## src/rtl/hwpe_ctrl_vfpu_package.sv

```systemverilog
// Shared floating-point field widths and the result-pipeline stage record
// for the vector FPU multiplier front end.
package hwpe_ctrl_vfpu_package;

    localparam int unsigned FP_WIDTH              = 32;
    localparam int unsigned FP_EXP_WIDTH          = 8;
    localparam int unsigned FP_MANT_WIDTH         = 23;
    localparam int unsigned FP_EXP_PRENORM_WIDTH  = 10;
    localparam int unsigned FP_MANT_PRENORM_WIDTH = 48;
    // Wide enough for the largest supported requester count (8).
    localparam int unsigned VFPU_ID_WIDTH         = 3;

    typedef struct packed {
        logic                             valid;
        logic [VFPU_ID_WIDTH-1:0]         id;
        logic                             sign;
        logic [FP_EXP_PRENORM_WIDTH-1:0]  exp;
        logic [FP_MANT_PRENORM_WIDTH-1:0] mant;
    } vfpu_mult_stage_t;

    // Mantissa with the implied leading bit; denormals (exponent 0) get 0.
    function automatic logic [FP_MANT_WIDTH:0] fp_mant_ext(input logic [FP_WIDTH-1:0] op);
        return {(op[FP_WIDTH-2 -: FP_EXP_WIDTH] != {FP_EXP_WIDTH{1'b0}}), op[FP_MANT_WIDTH-1:0]};
    endfunction

endpackage

```

## src/rtl/vfpu_rr_arbiter.sv

```systemverilog
// Round-robin requester selection: the search begins one past the last
// granted index and wraps, producing a one-hot grant plus its index.
module vfpu_rr_arbiter #(
    parameter  int unsigned NB_REQ = 4,
    localparam int unsigned IDX_W  = $clog2(NB_REQ)
) (
    input  logic [NB_REQ-1:0] req_i,
    input  logic [IDX_W-1:0]  ptr_i,
    output logic [NB_REQ-1:0] grant_o,
    output logic [IDX_W-1:0]  idx_o,
    output logic              valid_o
);

    logic [IDX_W-1:0] cand_s;
    logic             found_s;

    // First requesting index in the rotated order wins.
    always_comb begin
        grant_o = {NB_REQ{1'b0}};
        idx_o   = {IDX_W{1'b0}};
        valid_o = 1'b0;
        cand_s  = {IDX_W{1'b0}};
        found_s = 1'b0;
        for (int off = 1; off <= int'(NB_REQ); off++) begin
            cand_s          = IDX_W'((int'(ptr_i) + off) % int'(NB_REQ));
            found_s         = req_i[cand_s] & ~valid_o;
            grant_o[cand_s] = grant_o[cand_s] | found_s;
            idx_o           = found_s ? cand_s : idx_o;
            valid_o         = valid_o | found_s;
        end
    end

endmodule

```

## src/rtl/vfpu_mult_arb.sv

```systemverilog
// Arbitrates several requesters onto one external FP multiplier and carries
// the prenormalised products through an in-order, stallable result pipeline.
module vfpu_mult_arb
    import hwpe_ctrl_vfpu_package::*;
#(
    parameter  int unsigned NB_REQ     = 4,
    parameter  int unsigned PIPE_DEPTH = 2,
    localparam int unsigned IDX_W      = $clog2(NB_REQ)
) (
    input  logic                                    clk_i,
    input  logic                                    rst_i,
    input  logic                                    clear_i,
    input  logic [NB_REQ-1:0]                       req_valid_i,
    output logic [NB_REQ-1:0]                       req_ready_o,
    input  logic [NB_REQ-1:0][FP_WIDTH-1:0]         req_opa_i,
    input  logic [NB_REQ-1:0][FP_WIDTH-1:0]         req_opb_i,
    output logic                                    mul_signa_o,
    output logic                                    mul_signb_o,
    output logic [FP_EXP_WIDTH-1:0]                 mul_expa_o,
    output logic [FP_EXP_WIDTH-1:0]                 mul_expb_o,
    output logic [FP_MANT_WIDTH:0]                  mul_manta_o,
    output logic [FP_MANT_WIDTH:0]                  mul_mantb_o,
    output logic                                    mul_opready_o,
    input  logic                                    mul_sign_i,
    input  logic signed [FP_EXP_PRENORM_WIDTH-1:0]  mul_exp_i,
    input  logic [FP_MANT_PRENORM_WIDTH-1:0]        mul_mant_i,
    input  logic                                    mul_done_i,
    output logic                                    res_valid_o,
    output logic [IDX_W-1:0]                        res_id_o,
    output logic                                    res_sign_o,
    output logic signed [FP_EXP_PRENORM_WIDTH-1:0]  res_exp_o,
    output logic [FP_MANT_PRENORM_WIDTH-1:0]        res_mant_o,
    input  logic                                    res_ready_i,
    output logic                                    busy_o
);

    logic [IDX_W-1:0]  ptr_r;
    logic [NB_REQ-1:0] grant_s;
    logic [IDX_W-1:0]  grant_idx_s;
    logic              grant_valid_s;
    logic              stall_s;
    logic              transfer_s;
    logic              busy_s;
    logic [FP_WIDTH-1:0] opa_s;
    logic [FP_WIDTH-1:0] opb_s;
    vfpu_mult_stage_t  stage_in_s;
    vfpu_mult_stage_t  stage_r [PIPE_DEPTH];

    vfpu_rr_arbiter #(
        .NB_REQ (NB_REQ)
    ) i_arbiter (
        .req_i   (req_valid_i),
        .ptr_i   (ptr_r),
        .grant_o (grant_s),
        .idx_o   (grant_idx_s),
        .valid_o (grant_valid_s)
    );

    assign stall_s = stage_r[PIPE_DEPTH-1].valid & ~res_ready_i;

    // Clear and reset both suppress the grant so no requester sees a phantom handshake.
    assign req_ready_o   = grant_s & {NB_REQ{grant_valid_s & ~stall_s & ~clear_i & ~rst_i}};
    assign transfer_s    = |(req_valid_i & req_ready_o);
    assign mul_opready_o = transfer_s;

    assign opa_s       = req_opa_i[grant_idx_s];
    assign opb_s       = req_opb_i[grant_idx_s];
    assign mul_signa_o = opa_s[FP_WIDTH-1];
    assign mul_signb_o = opb_s[FP_WIDTH-1];
    assign mul_expa_o  = opa_s[FP_WIDTH-2 -: FP_EXP_WIDTH];
    assign mul_expb_o  = opb_s[FP_WIDTH-2 -: FP_EXP_WIDTH];
    assign mul_manta_o = fp_mant_ext(opa_s);
    assign mul_mantb_o = fp_mant_ext(opb_s);

    assign stage_in_s.valid = mul_done_i;
    assign stage_in_s.id    = VFPU_ID_WIDTH'(grant_idx_s);
    assign stage_in_s.sign  = mul_sign_i;
    assign stage_in_s.exp   = mul_exp_i;
    assign stage_in_s.mant  = mul_mant_i;

    // Round-robin pointer: moves only on a completed transfer.
    always_ff @(posedge clk_i or posedge rst_i) begin
        if (rst_i) begin
            ptr_r <= IDX_W'(NB_REQ - 1);
        end else if (clear_i) begin
            ptr_r <= IDX_W'(NB_REQ - 1);
        end else if (transfer_s) begin
            ptr_r <= grant_idx_s;
        end
    end

    // Result pipeline: whole pipe advances together and freezes under stall.
    always_ff @(posedge clk_i or posedge rst_i) begin
        if (rst_i) begin
            for (int i = 0; i < int'(PIPE_DEPTH); i++) begin
                stage_r[i] <= '0;
            end
        end else if (clear_i) begin
            for (int i = 0; i < int'(PIPE_DEPTH); i++) begin
                stage_r[i] <= '0;
            end
        end else if (!stall_s) begin
            stage_r[0] <= stage_in_s;
            for (int i = 1; i < int'(PIPE_DEPTH); i++) begin
                stage_r[i] <= stage_r[i-1];
            end
        end
    end

    // Busy whenever any stage holds a live operation.
    always_comb begin
        busy_s = 1'b0;
        for (int i = 0; i < int'(PIPE_DEPTH); i++) begin
            busy_s = busy_s | stage_r[i].valid;
        end
    end

    assign busy_o      = busy_s;
    assign res_valid_o = stage_r[PIPE_DEPTH-1].valid;
    assign res_id_o    = stage_r[PIPE_DEPTH-1].id[IDX_W-1:0];
    assign res_sign_o  = stage_r[PIPE_DEPTH-1].sign;
    assign res_exp_o   = stage_r[PIPE_DEPTH-1].exp;
    assign res_mant_o  = stage_r[PIPE_DEPTH-1].mant;

endmodule

```

## config.mk

```make
export PLATFORM = sky130hd
export DESIGN_NAME = vfpu_mult_arb
export DESIGN_NICKNAME = d
export VERILOG_FILES = /design/src/rtl/hwpe_ctrl_vfpu_package.sv /design/src/rtl/vfpu_rr_arbiter.sv /design/src/rtl/vfpu_mult_arb.sv
export SDC_FILE = /design/constraint.sdc
export NUM_CORES = 1
export LEC_CHECK = 0
export CORE_AREA = 5 5 175 177
export CTS_CLUSTER_DIAMETER = 60
export DETAILED_ROUTE_END_ITERATION = 12
export DIE_AREA = 0 0 180 182
export HOLD_SLACK_MARGIN = 0.05
export PLACE_DENSITY = 0.6
export SETUP_SLACK_MARGIN = 0.3
export SLEW_MARGIN = 20
export SYNTH_ARGS = -nofsm -noshare
export SYNTH_HDL_FRONTEND = slang
export SYNTH_SLANG_ARGS = --single-unit
```

## constraint.sdc

```tcl
create_clock -name clk_i -period 5.4 [get_ports clk_i]
set_input_delay 1.08 -clock clk_i [delete_from_list [all_inputs] [get_ports clk_i]]
set_output_delay 1.08 -clock clk_i [all_outputs]
set_load 0.005 [all_outputs]
```

==> metrics.txt, run 1 <==
final setup violation count 0; placed cell count around 1,600; WP data arrival between 4 and 5 ns; Synth Flop Type dfrtp_1; Synth top area share 40.1%; # nets final 1,586; global-route wire length before repair 51.2 mm; die footprint 0.0328 mm^2; Final Worst Setup Slack 0.252 ns; status complete, no violations; WP data required about 4.3 ns; delay-heaviest family, CP multiplexers; total wire length 34.9 mm; remaining antenna violation count 0; Layout fillers 2,775; syn avg cell area 9.16 um^2; vias in the first global route 8,154; Setup Skew 0.0115 ns; critical path, cell by cell dlygate4sd2_1, mux4_2, mux2_4, buf_4, a221o_1, o32a_1, o211ai_1, nor3b_1, or4_4, dlygate4sd2_1; Sw Share between 40% and 50%; CP most frequent cell dlygate4sd2_1; Max stage delay cell, worst path or4_4; Synthesized Nets 1,173; RSZ-0062 raised after global routing yes; Critical path buffers and inverters 3; Pwr Density 639 mW/mm^2; antenna violations before repair 18; Clock power frac 13.4%; Vias/cell roughly 4.9; Synth Cell Area 0.00774 mm^2; ranking of synthesized cells by area dfrtp_1, a22o_1, nand2_1, mux2i_1, buf_4; Worst Setup Path Type in -> out; Critical Path Max Stage Delay 0.56 ns; switching pwr between 3000 and 4000 uW; sequential share of power 12.1%; first-pass iteration count of the detailed router 4; Bufs on Longest Clock Path 2; EDFF count, synth 0; cts bufs inserted 17; GP Congestion around 0.95; Std-Cell Rows 63; CTS Hold Bufs 0; Slew headroom between 30% and 40%; GRT Total Usage 19.9%; post-synthesis sequential area ratio 40.8%; minimum clock period 5.15 ns; Avg WL per Cell 20.8 um; area occupied by multi-input gates between 0.003 and 0.004 mm^2; layout cell share with drive strength beyond 1 10.5%; Syn-to-layout area delta 75.2%; peak supply drop 261 uV; Yosys top cell by area dfrtp_1; Power, Total 8660 uW; global route overflow 0; CTS tree built; Pint ~5100 uW; Yosys warnings 0; Die W around 180 um; Reg area approximately 0.0032 mm^2; CTS Sinks 126; DR vias 8,213; drc violations 0; Worst Hold Class reg -> reg; hold slack 0.494 ns; leakage power approximately 0.0060 uW; largest net degree at the start of global routing 124; fin. max-slew vios 0; Final HPWL DP ~26 mm; Vert. Die Dim roughly 180 um; worst-skew pair later-pin latency ~0.41 ns; Starting Density between 20% and 30%; Synth Instances 845; clock-pin slew on the worst setup and hold paths approximately 0.060 ns; most common cell in the synthesized netlist nand2_1; core area 0.0291 mm^2; Finished Layout Cells 1,674; Logic pwr share approximately three quarters; Top Ports 458; I/O Buffers 457; worst slack at placement -0.136 ns; max cap viols 0; CTS H-Tree Depth 4; crit path max fanout 6; CP endpoint kind output port; Post-synth top cells nand2_1, a22o_1, dfrtp_1; fmax 194 MHz; Slew @ Worst Pin roughly 0.94 ns; DR iter-0 viols 392; async set or reset register ratio after synthesis 100%; post-synthesis cell type count 54; Fin. Hold Viols 0; Startpoint Class input port; Root Buffer clkbuf_16; Yosys reg bits 126; fin crit share 95.3%
==> cells in the final DEF, fill, tap and decap left out, drive strengths merged, types with 4 or more instances in the layout <==
cell type | Yosys | final
a221oi | 4 | 4
a22o | 128 | 128
a31oi | 50 | 50
and3 | 50 | 50
buf | 69 | 68
clkbuf | 66 | 20
clkdlybuf4s50 | 0 | 431
clkinv | 0 | 5
dfrtp | 124 | 124
diode | 0 | 13
dlygate4sd2 | 0 | 16
dlymetal6s2s | 0 | 10
ha | 4 | 4
inv | 7 | 15
mux2i | 55 | 55
mux4 | 5 | 5
nand2 | 203 | 203
nor2 | 16 | 16
nor2b | 9 | 9
nor4 | 4 | 4
==> metrics by stage <==
stage	TNS, ns	cell area [um^2]	util [%]
2_1_floorplan	0	7740	-
3_3_place_gp	-0.515	12600	43.5
3_5_place_dp	-0.789	12600	43.5
4_1_cts	0	13400	46.0
5_1_grt	0	13600	46.6
6_report	0	13600	46.6
==> final timing paths <==
path                            slack, ns             end           start  cells past startpoint
worst max-delay path                 0.25   mul_opready_o  req_valid_i[0]                     10
worst min-delay path                 0.49  res_mant_o[21]     stage_r[84]                      1
worst max register to register       1.71        ptr_r[1]        ptr_r[0]                     12
worst min register to register       0.49  res_mant_o[21]     stage_r[84]                      1
max in group asynchronous            3.28     stage_r[88]           rst_i                      3
min in group asynchronous            1.21     res_valid_o           rst_i                      2
==> cell type report <==
cell class                      instances  share of cell area [%]
Antenna cell                           13                   0.240
Clock buffer                           17                    3.14
Clock inverter                         15                    1.26
Inverter                                7                   0.212
Multi-Input combinational cell        577                    28.7
Sequential cell                       126                    23.3
Tap cell                              390                    3.60
Timing Repair Buffer                  529                    39.5
==> logic make-up (layout without fill, tap and decap cells) <==
logic type / Yosys count / after routing / synth area share [%]
simple gates: 299 / 299 / 17.4
compound gates: 213 / 213 / 22.4
buf+inv: 142 / 568 / 10.1
flops: 126 / 126 / 40.8
mux: 61 / 61 / 8.76
fa+ha+maj: 4 / 4 / 0.647
other cells: 0 / 13 / 0
==> power by group through the flow <==
stage	Sequential, uW	Clock (uW)	Combinational (uW)
2_1_floorplan	1060	0	2880
3_3_place_gp	1070	0	6050
3_5_place_dp	1070	0	6070
4_1_cts	1050	1200	6320
5_1_grt	1060	1240	6960
6_report	1050	1160	6450
==> routing by layer <==
layer	vias to the layer above	track usage, %	part of all wire, %
met4	10	6.89	2.1
li1	3857	-	-
met5	-	0	0.16
met2	315	33.6	50
met3	46	7.53	7.6
met1	3985	23.4	41
==> registers in the layout, summed over array words and instances, names as in the netlist <==
name / flops
res_exp_o: 10
res_id_o: 2
stage_r: 62
res_mant_o: 48
ptr_r: 2
res_valid_o: 1
res_sign_o: 1
==> what timing repair did <==
action	4_1_cts	5_1_grt
gates resized for setup	29	17
buffers inserted	2	3
hold endpoints to repair	0	0
gates cloned	2	3
pin swaps	4	3
setup endpoints to repair	66	49
No activity file was read; power rests on OpenSTA's default activity.
==> run 2: changes to the inputs <==
--- a/config.mk
+++ b/config.mk
@@ -5,12 +5,13 @@
 export SDC_FILE = /design/constraint.sdc
 export NUM_CORES = 1
 export LEC_CHECK = 0
-export CORE_AREA = 5 5 175 177
+export CORE_AREA = 2 2 177 179
 export CTS_CLUSTER_DIAMETER = 60
 export DETAILED_ROUTE_END_ITERATION = 12
-export DIE_AREA = 0 0 180 182
+export DIE_AREA = 0 0 179 181
+export GPL_ROUTABILITY_DRIVEN = 0
 export HOLD_SLACK_MARGIN = 0.05
-export PLACE_DENSITY = 0.6
+export PLACE_DENSITY = 0.57
 export SETUP_SLACK_MARGIN = 0.3
 export SLEW_MARGIN = 20
 export SYNTH_ARGS = -nofsm -noshare
==> run 2 against run 1 <==
- cell count grew 0.84%
- register-to-register slack gained 0.04 ns
- clock skew is 0.00066 ns lower
==> metrics.txt, run 2 (synthesized netlist as in run 1, its figures left out) <==
DR iter-0 viols 318; fmax 197 MHz; peak supply drop between 300 and 400 uV; Setup Skew 0.0109 ns; # nets final between 1,500 and 2,000; antenna violations before repair 14; Std-Cell Rows 64; core area 0.0303 mm^2; Slew @ Worst Pin a little under 0.9 ns; Finished Layout Cells about 1,700; CTS Hold Bufs 0; drc violations 0; CTS Sinks 126; Critical path buffers and inverters 4; worst hold start stage_r[119]; max cap viols 0; Hold Path Sink stage_r[119]; remaining antenna violation count 0; Startpoint Class input port; largest net degree at the start of global routing 122; hold path depth 1; final setup violation count 0; clock-pin slew on the worst setup and hold paths 0.06 ns; worst-skew pair later-pin latency 0.41 ns; fin crit share 94.1%; I/O Buffers 457; placed cell count 1,621; Starting Density 25.5%; minimum clock period 5.08 ns; Max stage delay cell, worst path or4_4; GRT Total Usage 20.1%; max reg flops 62; commonest non-fill, non-tap cell in the layout clkdlybuf4s50_1; crit path from req_valid_i[3]; Reg-to-Reg Start ptr_r[0]; Vert. Die Dim 181 um; Avg WL per Cell 20.1 um; Die W 179 um; DR vias 8,169; delay-heaviest family, CP multiplexers; Final HPWL DP 25.5 mm; first-pass iteration count of the detailed router 4; cts bufs inserted 17; WP data arrival ~4.0 ns; Vias/cell 4.84; die footprint around 0.032 mm^2; Worst Setup Path Type in -> out; CP endpoint kind output port; CP most frequent cell buf_4; Root Buffer clkbuf_16; Worst Hold Class reg -> reg; WP data required 4.32 ns; fin. max-slew vios 0; vias in the first global route 8,136; Syn-to-layout area delta 77.6%; layout cell share with drive strength beyond 1 11.6%; CTS tree built; crit path max fanout 5; largest reg by FF count stage_r; cells on worst reg2reg path 11; RR Endpoint ptr_r[0]; Reg2Reg Setup Slack between 1.5 and 2 ns; Bufs on Longest Clock Path 2; CTS H-Tree Depth 4; setup TNS 0 ns; RSZ-0062 raised after global routing yes; Fin. Hold Viols 0; Slew headroom between 40% and 50%; commonest cells after routing, fill and taps aside clkdlybuf4s50_1, nand2_1, a22o_1; total wire length 33.9 mm; status complete, no violations; Critical Path Max Stage Delay approximately 0.56 ns; leakage power 0.00629 uW; global-route wire length before repair 49.9 mm; critical path, cell by cell dlygate4sd2_1, mux4_2, buf_4, mux2_4, a221oi_4, a221oi_2, buf_4, and4b_1, a41o_1, or4_4, clkbuf_2; Layout fillers 2,956; Top Ports 458; global route overflow 0; Pwr Density 639 mW/mm^2
==> run 2: changes by cell type in the layout (fill, tap and decap cells not counted), moves of 5 or more <==
cell,before,now
buf_12,8,14
clkdlybuf4s50_1,431,400
clkinvlp_4,0,6
dlygate4sd2_1,16,21
dlymetal6s2s_1,10,30
==> run 2: where the power goes <==
| part | total [uW] | internal, uW | switching (uW) | leakage, uW |
|---|---|---|---|---|
| registers | 1050 | 1010 | 36.7 | 0.00166 |
| clock network | 1100 | 641 | 461 | 0.000258 |
| logic | 6630 | 3550 | 3080 | 0.00437 |
==> run 2: worst register-to-register path: stages (launching register included) <==
cell and delay [ns]:
dfstp_2 0.53, buf_4 0.28, mux4_2 0.60, buf_4 0.16, mux2_4 0.33, a221oi_4 0.32, a221oi_2 0.07, buf_4 0.17
and4b_1 0.18, a41o_1 0.20, or4_4 0.56, mux2i_1 0.18
==> run 2: worst max path at each step <==
| stage | to | slack, ns | depth (start not counted) |
|---|---|---|---|
| CTS | mul_opready_o | 0.20 | 11 |
| global placement | mul_opready_o | -0.09 | 11 |
| detailed placement | mul_opready_o | -0.16 | 11 |
| global route | mul_expb_o[5] | 0.23 | 13 |
| finish | mul_opready_o | 0.32 | 11 |
| floorplan | mul_opready_o | 0.71 | 9 |
==> run 2: cell type report <==
cell class,count,area [um^2],share of cell area (%)
Timing Repair Buffer,538,5530,40.2
Tap cell,396,495,3.60
Multi-Input combinational cell,577,3940,28.7
Sequential cell,126,3160,23.0
Antenna cell,12,30.0,0.218
Clock buffer,18,429,3.12
Inverter,7,28.8,0.209
Clock inverter,14,135,0.983
==> run 2: layer usage <==
metal,share of wire (%),up-vias,routed length [um],track usage (%)
li1,-,3881,-,-
met1,39,3931,13100,23.3
met5,0.10,-,34,0
met2,50,311,16900,33.4
met3,9.1,40,3090,7.09
met4,2.2,6,744,8.49
==> run 2: what timing repair did <==
item                       in CTS  in global routing
cloned                          4                  0
pin swaps                      10                  7
gates resized for setup        44                 46
buffers inserted               15                  4
setup endpoints to repair      64                 45
==> run 2: through the flow <==
stage	util, %	hold WS (ns)	setup slack (ns)	cell area [um^2]	power, uW
floorplan	-	0.466	0.715	7740	3940
global placement	41.8	0.478	-0.0918	12700	7260
detailed placement	41.8	0.481	-0.158	12700	7300
CTS	44.7	0.498	0.204	13600	8890
global route	45.3	0.510	0.227	13700	9410
finish	45.3	0.499	0.316	13700	8780
==> run 3: changes to the inputs <==
--- a/config.mk
+++ b/config.mk
@@ -5,13 +5,13 @@
 export SDC_FILE = /design/constraint.sdc
 export NUM_CORES = 1
 export LEC_CHECK = 0
-export CORE_AREA = 2 2 177 179
+export CORE_AREA = 2 2 176 178
 export CTS_CLUSTER_DIAMETER = 60
 export DETAILED_ROUTE_END_ITERATION = 12
-export DIE_AREA = 0 0 179 181
+export DIE_AREA = 0 0 178 180
 export GPL_ROUTABILITY_DRIVEN = 0
 export HOLD_SLACK_MARGIN = 0.05
-export PLACE_DENSITY = 0.57
+export PLACE_DENSITY = 0.6
 export SETUP_SLACK_MARGIN = 0.3
 export SLEW_MARGIN = 20
 export SYNTH_ARGS = -nofsm -noshare
==> constraint.sdc (replaced) <==
create_clock -name clk_i -period 4.2 [get_ports clk_i]
set_input_delay 0.84 -clock clk_i [delete_from_list [all_inputs] [get_ports clk_i]]
set_output_delay 0.84 -clock clk_i [all_outputs]
set_load 0.005 [all_outputs]
==> run 3 against run 2 <==
- the run now ends with negative setup slack left
- count of clock-buffer cells in the layout up 4
- sequential share of layout area down 1.7 points
- wire length up 7.5%
- global-route usage up 1.5 points
- worst hold slack worse by 0.0021 ns
- power up 58%
- final area up 8.2%
- flip-flop and latch count unchanged
==> metrics.txt, run 3 (synthesized netlist as in run 1, its figures left out) <==
leakage power 0.00659 uW; Top Ports between 400 and 500; Final Worst Setup Slack -0.279 ns; Hold Path Sink res_mant_o[33]; cts bufs inserted 17; Reg-to-Reg Start ptr_r[0]; Pwr Density 933 mW/mm^2; Power, Total 13,900 uW; hold path depth 1; core area slightly above 0.03 mm^2; Sw Share 39.2%; Clock power frac 10.9%; worst hold start stage_r[96]; global route overflow 0; final setup violation count 46; Syn-to-layout area delta 92.2%; DR vias 8,692; Worst Hold Class reg -> reg; cells on worst reg2reg path 11; Worst Setup Path Type reg -> out; max reg flops 62; sequential share of power 9.8%; Slew @ Worst Pin 0.906 ns; RSZ-0062 raised after global routing yes; RR Endpoint ptr_r[1]; Layout fillers 2,775; hold slack 0.497 ns; commonest non-fill, non-tap cell in the layout clkdlybuf4s50_1; Pint 8430 uW; clock-pin slew on the worst setup and hold paths 0.06 ns; Finished Layout Cells 1,772; layout cell share with drive strength beyond 1 26.8%; worst-skew pair later-pin latency 0.41 ns; Setup Skew roughly 0.0063 ns; GRT Total Usage 21.6%; Root Buffer clkbuf_16; fmax 223 MHz; max cap viols 0; # nets final 1,682; Slew headroom 39.5%; placed cell count around 1,700; Logic pwr share 79.3%; Startpoint Class register; Bufs on Longest Clock Path 2; Avg WL per Cell around 21 um; peak supply drop ~430 uV; largest reg by FF count stage_r; fin. max-slew vios 0; Std-Cell Rows 64; Vias/cell 4.91; fin crit share 107%; Fin. Hold Viols 0; drc violations 0; crit path max fanout 5; switching pwr 5450 uW; CTS Sinks approximately 130; first-pass iteration count of the detailed router 4; CTS Hold Bufs 0; Reg2Reg Setup Slack 0.69 ns; largest net degree at the start of global routing between 70 and 80; CTS tree built; vias in the first global route 8,660; Util after Layout between 40% and 50%; antenna violations before repair 14; Starting Density roughly 26%; Final HPWL DP 26.1 mm; CTS H-Tree Depth 4; CP endpoint kind output port; minimum clock period 4.48 ns; commonest cells after routing, fill and taps aside clkdlybuf4s50_1, nand2_1, a22o_1; status finished, violations left; failing checks negative setup slack; die footprint 0.0320 mm^2; DR iter-0 viols 357; Die W around 180 um; remaining antenna violation count 0; Vert. Die Dim approximately 180 um; I/O Buffers 457; total wire length 36.4 mm; WP data required roughly 3.4 ns; global-route wire length before repair 52.2 mm; WP data arrival between 3 and 4 ns
[run 3: per-stage QoR]
stage	setup TNS [ns]	worst slack [ns]	instance area [um^2]
final	-4.94	-0.279	14900
after floorplan	0	0.0120	7770
after detailed placement	-42.39	-0.815	13000
after global placement	-37.13	-0.757	13000
after CTS	-4.00	-0.304	14500
after global routing	-12.28	-0.377	14900
[run 3: power groups by stage]
| stage | logic (uW) | registers [uW] | clock network (uW) |
|---|---|---|---|
| global placement | 8330 | 1380 | 0 |
| finish | 11000 | 1360 | 1520 |
| detailed placement | 8370 | 1370 | 0 |
| floorplan | 3750 | 1360 | 0 |
| global route | 11800 | 1370 | 1610 |
| CTS | 10300 | 1360 | 1550 |
[run 3: final cells by class]
class	instances	area, um^2	area share, %
Timing Repair Buffer	625	6200	41.7
Sequential cell	126	3160	21.2
Antenna cell	12	30.0	0.202
Multi-Input combinational cell	577	4370	29.3
Tap cell	396	495	3.33
Clock buffer	22	464	3.12
Inverter	7	30.0	0.202
Clock inverter	7	138	0.925
[run 3: how the worst max path moves through the flow]
stage,cells after the start,endpoint,from
floorplan,10,mul_opready_o,req_valid_i[3]
global placement,10,mul_opready_o,req_valid_i[2]
detailed placement,9,mul_opready_o,req_valid_i[0]
CTS,10,mul_opready_o,ptr_r[0]
global route,11,mul_opready_o,ptr_r[0]
finish,10,mul_opready_o,ptr_r[0]
[run 3: worst max-delay path: stages, from the launching register on]
cell and delay [ns]:
dfstp_2 0.57, inv_2 0.07, ha_4 0.28, mux4_2 0.36, mux2_4 0.38, a221o_1 0.38
o41ai_2 0.28, a21oi_1 0.10, o2111a_1 0.13, or4_4 0.54, buf_6 0.13
[run 3: timing repair]
item	CTS	global route
setup buffers	50	14
gates cloned	11	1
endpoints found under the setup margin	71	71
gates resized for setup	412	36
pin swaps	44	19
[run 3: layer usage]
metal | up-vias | part of all wire (%) | wire length (um) | global-route usage, %
met5 | - | 0.074 | 27 | 0
met4 | 4 | 4.2 | 1520 | 10.1
met3 | 72 | 7.7 | 2810 | 6.39
met2 | 347 | 49 | 18000 | 36.7
met1 | 4214 | 39 | 14100 | 24.8
li1 | 4055 | - | - | -
